<file path="config.mk">
export PLATFORM = sky130hd
export DESIGN_NAME = shared_state_arbiter
export DESIGN_NICKNAME = d
export VERILOG_FILES = /design/src/rtl/shared_state_arbiter.sv
export SDC_FILE = /design/constraint.sdc
export NUM_CORES = 1
export LEC_CHECK = 0
export ABC_AREA = 1
export BUFFER_PORTS_ARGS = -buffer_cell sky130_fd_sc_hd__buf_4
export CAP_MARGIN = 10
export CELL_PAD_IN_SITES_DETAIL_PLACEMENT = 2
export CELL_PAD_IN_SITES_GLOBAL_PLACEMENT = 2
export CORE_MARGIN = 10
export CORE_UTILIZATION = 35
export CTS_CLUSTER_DIAMETER = 200
export DETAILED_ROUTE_END_ITERATION = 8
export GPL_ROUTABILITY_DRIVEN = 0
export HOLD_SLACK_MARGIN = 0.1
export PLACE_DENSITY = 0.94
export SLEW_MARGIN = 20
export SYNTH_ARGS = -nofsm -noshare
export SYNTH_HDL_FRONTEND = slang
export SYNTH_SLANG_ARGS = --single-unit
</file>
<file path="constraint.sdc">
create_clock -name clk -period 2.5 [get_ports clk]
set_input_delay 0.75 -clock clk [delete_from_list [all_inputs] [get_ports clk]]
set_output_delay 0.75 -clock clk [all_outputs]
set_load 0.02 [all_outputs]
</file>
<file path="src/rtl/shared_state_arbiter.sv">
// Round-robin write arbiter for one shared state register. It supports bounded
// multi-cycle lock ownership and keeps a saturating contention counter.
module shared_state_arbiter #(
  parameter int NREQ     = 4,
  parameter int WIDTH    = 1,
  parameter int MAX_LOCK = 4,
  parameter int CNT_W    = 8
) (
  input  logic                    clk,
  input  logic                    rst,
  input  logic [NREQ-1:0]         req,
  input  logic [NREQ-1:0]         lock,
  input  logic [NREQ*WIDTH-1:0]   wdata,
  output logic [WIDTH-1:0]        q,
  output logic [NREQ-1:0]         gnt,
  output logic                    conflict,
  output logic [CNT_W-1:0]        conflict_cnt,
  output logic                    locked
);

  localparam int PW = (NREQ > 1) ? $clog2(NREQ) : 1;
  localparam int LW = $clog2(MAX_LOCK + 1);

  typedef enum logic [1:0] {IDLE, GRANT, LOCKED} state_t;

  state_t          state;
  logic [PW-1:0]   ptr;
  logic [PW-1:0]   owner;
  logic [NREQ-1:0] inhibit;
  logic [LW-1:0]   lock_cnt;

  logic            arb_found;
  logic [PW-1:0]   arb_win;
  logic            use_owner;
  logic            sel_found;
  logic [PW-1:0]   sel;
  logic            hold_lock;
  logic            force_rel;
  logic            new_lock;
  logic            new_lock_ok;
  logic            new_force;

  function automatic logic multi_req(input logic [NREQ-1:0] r);
    int n;
    n = 0;
    for (int i = 0; i < NREQ; i++)
      if (r[i]) n++;
    return n >= 2;
  endfunction

  function automatic logic [CNT_W-1:0] sat_inc(input logic [CNT_W-1:0] c);
    return (c == '1) ? c : c + CNT_W'(1);
  endfunction

  function automatic logic [NREQ-1:0] onehot(input logic [PW-1:0] i);
    logic [NREQ-1:0] v;
    v = '0;
    v[i] = 1'b1;
    return v;
  endfunction

  function automatic logic [PW-1:0] next_ptr(input logic [PW-1:0] i);
    return (int'(i) == NREQ - 1) ? '0 : i + PW'(1);
  endfunction

  // Scan from the pointer upward; iterating downward lets the nearest hit win.
  always_comb begin
    arb_found = 1'b0;
    arb_win   = '0;
    for (int k = NREQ - 1; k >= 0; k--) begin
      if (req[(int'(ptr) + k) % NREQ]) begin
        arb_found = 1'b1;
        arb_win   = PW'((int'(ptr) + k) % NREQ);
      end
    end
  end

  always_comb begin
    use_owner   = (state == LOCKED) && req[owner];
    sel_found   = use_owner || arb_found;
    sel         = use_owner ? owner : arb_win;
    hold_lock   = use_owner && lock[owner] && (lock_cnt < LW'(MAX_LOCK - 1));
    force_rel   = use_owner && lock[owner] && !hold_lock;
    new_lock    = !use_owner && arb_found && lock[arb_win] && !inhibit[arb_win];
    // With MAX_LOCK==1 the entry write already exhausts the episode.
    new_lock_ok = new_lock && (MAX_LOCK > 1);
    new_force   = new_lock && (MAX_LOCK == 1);
  end

  always_ff @(posedge clk or posedge rst) begin
    if (rst) begin
      state        <= IDLE;
      ptr          <= '0;
      owner        <= '0;
      inhibit      <= '0;
      lock_cnt     <= '0;
      q            <= '0;
      gnt          <= '0;
      conflict     <= 1'b0;
      conflict_cnt <= '0;
      locked       <= 1'b0;
    end else begin
      conflict <= multi_req(req);
      if (multi_req(req))
        conflict_cnt <= sat_inc(conflict_cnt);

      inhibit <= (inhibit & req) | ((force_rel || new_force) ? onehot(sel) : '0);

      if (sel_found) begin
        q   <= wdata[int'(sel)*WIDTH +: WIDTH];
        gnt <= onehot(sel);
      end else begin
        gnt <= '0;
      end

      if (hold_lock) begin
        state    <= LOCKED;
        lock_cnt <= lock_cnt + LW'(1);
        locked   <= 1'b1;
      end else if (new_lock_ok) begin
        state    <= LOCKED;
        owner    <= arb_win;
        lock_cnt <= LW'(1);
        locked   <= 1'b1;
        ptr      <= next_ptr(arb_win);
      end else if (sel_found) begin
        state    <= GRANT;
        lock_cnt <= '0;
        locked   <= 1'b0;
        ptr      <= next_ptr(sel);
      end else begin
        state    <= IDLE;
        lock_cnt <= '0;
        locked   <= 1'b0;
      end
    end
  end

endmodule
</file>
==> metrics.md <==
| Metric | Value |
|---|---|
| Vias in the first global route | `around 2000` |
| Area grow syn2layout | `22.1%` |
| Synth cell count leaders | `nand2_1, inv_1, dfrtp_1` |
| Global route total overflow | `0` |
| Post-cts resize count | `0` |
| Post-CTS setup buffers | `0` |
| Crit path DAT | `between 2 and 3 ns` |
| First-pass GRT wire length | `roughly 10000 µm` |
| Full die area | `~0.0086 mm²` |
| Status | `finished clean` |
| Cell Area, Placed | `around 0.0022 mm²` |
| Critical path peak fanout | `3` |
| I/O pin count | `29` |
| Gr usage total | `0.143` |
| Cells after Synth | `234` |
| Avg WL per Cell | `around 17 µm` |
| Antenna violations before repair | `0` |
| Measured slew at the worst slew-check pin | `~0.50 ns` |
| Startpoint type of the worst setup path | `primary input` |
| Clk buf depth | `2` |
| EDFF count, synth | `0` |
| Hold Path Class | `reg -> reg` |
| Final Setup Violations | `0` |
| Fmax | `between 400 and 500 MHz` |
| Routed vias | `between 1500 and 2000` |
| Largest net degree at the start of global routing | `28` |
| IO Port Bufs | `28` |
| Number of buffers created by CTS | `3` |
| Die span in x | `92.9 µm` |
| Mapped Nets | `between 200 and 300` |
| Drc violations | `0` |
| Share of post-route cells with drive strength above 1 | `0.297` |
| Clk sinks | `27` |
| Syn_area_per_cell | `7.94 µm²` |
| Initial core utilization | `0.361` |
| Clk_lat worst skew | `0.28 ns` |
| Post-Place Cells | `roughly 340` |
| Final Util | `0.441` |
| Pleak | `0.00123 µW` |
| Routed wire length | `between 5000 and 6000 µm` |
| ANT cells | `0` |
| Drt first-iter violations | `32` |
| Sequential area share after synthesis | `0.364` |
| Pwr Density | `between 1000 and 1500 mW/mm²` |
| Final ANT Viol Nets | `0` |
| Clock Pin Slew Worst Setup and Hold Paths | `around 0.1 ns` |
| Yosys warns | `0` |
| Pre-CTS setup slack | `-0.248 ns` |
| Count leader, synth | `nand2_1` |
| #FFs+latches synth | `27` |
| Via/cell ratio | `4.89` |
| Critical-path top delay cell | `ha_4` |
| Final worst slack | `~0.16 ns` |
| CP required | `approximately 2.7 ns` |
| Synth cell types | `27` |
| Maximum vdd drop | `approximately 470 µV` |
| Largest stage delay on the critical path | `0.22 ns` |
| Post-synth ARST share | `1.00` |
| Final hold viol count | `0` |
| Root buffer cell | `clkbuf_8` |
| Slew HR | `0.666` |
| Cts hold-fix bufs | `0` |
| Site Rows | `26` |
| Final min period | `roughly 2.3 ns` |
| Post-Syn Area | `between 0.0015 and 0.002 mm²` |
| Top cells by area, synth | `dfrtp_1, nand2_1, ha_1` |
| Period utilization | `0.937` |
| CP Capture Type | `flop` |
| Post-synth top area share | `0.364` |
| Fillers | `635` |
| TritonRoute pass-1 iters | `4` |
| Kind of critical path | `in -> reg` |
| MaxCap Viol Count | `0` |
| Core area | `between 0.005 and 0.006 mm²` |
| Finished Cell Area | `roughly 0.0023 mm²` |
| NumNets Final | `between 200 and 300` |
| Layout Cells excl Fill | `approximately 340` |
| CP cell instances | `buf_4 > inv_1 > ha_4 > xor2_1 > ha_1 > or2_0 > nand3_1 > and2_4 > nand2_4 > nor3_4 > nand4_2 > xnor2_1` |
| CTS tree | `done` |
| H-tree Lvls | `1` |
| Synth Flop Type | `dfrtp_1` |
| Dpl hpwl | `~4900 µm` |
| Pins over their slew limit | `0` |
| Cell taking the most area after synthesis | `dfrtp_1` |
| Clock Skew | `0.00119 ns` |
| Die Y-Extent | `a little over 90 µm` |
| Unrepaired setup endpoints after global routing | `false` |
[power breakdown]
| group | switching, µW | leakage [µW] | internal [µW] |
|---|---|---|---|
| Clock | 149 | 0.0000217 | 113 |
| Combinational | 1280 | 0.000866 | 715 |
| Sequential | 195 | 0.000342 | 610 |
[layout by cell type, fill, tap and decap left out, drive strengths merged, types with 3 or more instances in the layout]
cell type,count
nand3,29
nand2,76
ha,10
xor2,3
o21ai,16
dfrtp,27
inv,40
a21oi,5
buf,38
xnor2,5
nor2,10
nand4,4
clkbuf,3
[layout make-up]
cell class	instances	area (µm²)	area share
Sequential cell	27	676	0.298
Multi-Input combinational cell	164	1010	0.447
Inverter	40	158	0.0695
Clock inverter	1	7.51	0.00331
Timing Repair Buffer	38	285	0.126
Clock buffer	3	41.3	0.0182
Tap cell	70	87.6	0.0386
[routing by layer]
metal	part of all wire	global-route usage
met1	0.40	0.152
met2	0.55	0.273
met3	0.033	0.0315
met4	0.012	0.0398
met5	0	0
[final timing paths]
| kind | from | endpoint | slack, ns | cells past startpoint |
|---|---|---|---|---|
| hold reg to reg | q | q | 0.50 | 2 |
| max in group asynchronous | rst | ptr[0] | 1.72 | 3 |
| setup / recovery | req[0] | conflict_cnt[7] | 0.16 | 12 |
| hold / removal | q | q | 0.50 | 2 |
| min in group asynchronous | rst | conflict_cnt[2] | 0.52 | 3 |
| setup reg to reg | ptr[0] | inhibit[0] | 0.37 | 13 |
[critical path, delay by kind of cell]
family	cells	cell delay (ns)
adder cells (fa/ha/maj)	2	0.41
AND/OR/NAND/NOR	6	0.81
XOR/XNOR	2	0.31
buffers and inverters	2	0.23
[state kept, by name, indices dropped and copies added, names as in the netlist, 2 cells and up]
signal,count
gnt,4
lock_cnt,3
ptr,2
inhibit,4
owner,2
conflict_cnt,8
[cells by family after synthesis]
group | count (synthesis) | synth area share
xor+xnor | 8 | 0.0377
simple gates | 125 | 0.371
buf+inv | 43 | 0.0997
fa+ha+maj | 10 | 0.0673
flops | 27 | 0.364
compound gates | 21 | 0.0606
[through the flow]
step / hold WS (ns) / total power, µW / setup TNS [ns]
finish: 0.503 / 3060 / 0
detailed placement: 0.474 / 2840 / -1.29
floorplan: 0.452 / 2210 / 0
global placement: 0.479 / 2690 / -0.0145
global route: 0.546 / 3410 / 0
CTS: 0.508 / 3120 / 0
Note: power is estimated with default switching activity, not from simulation.
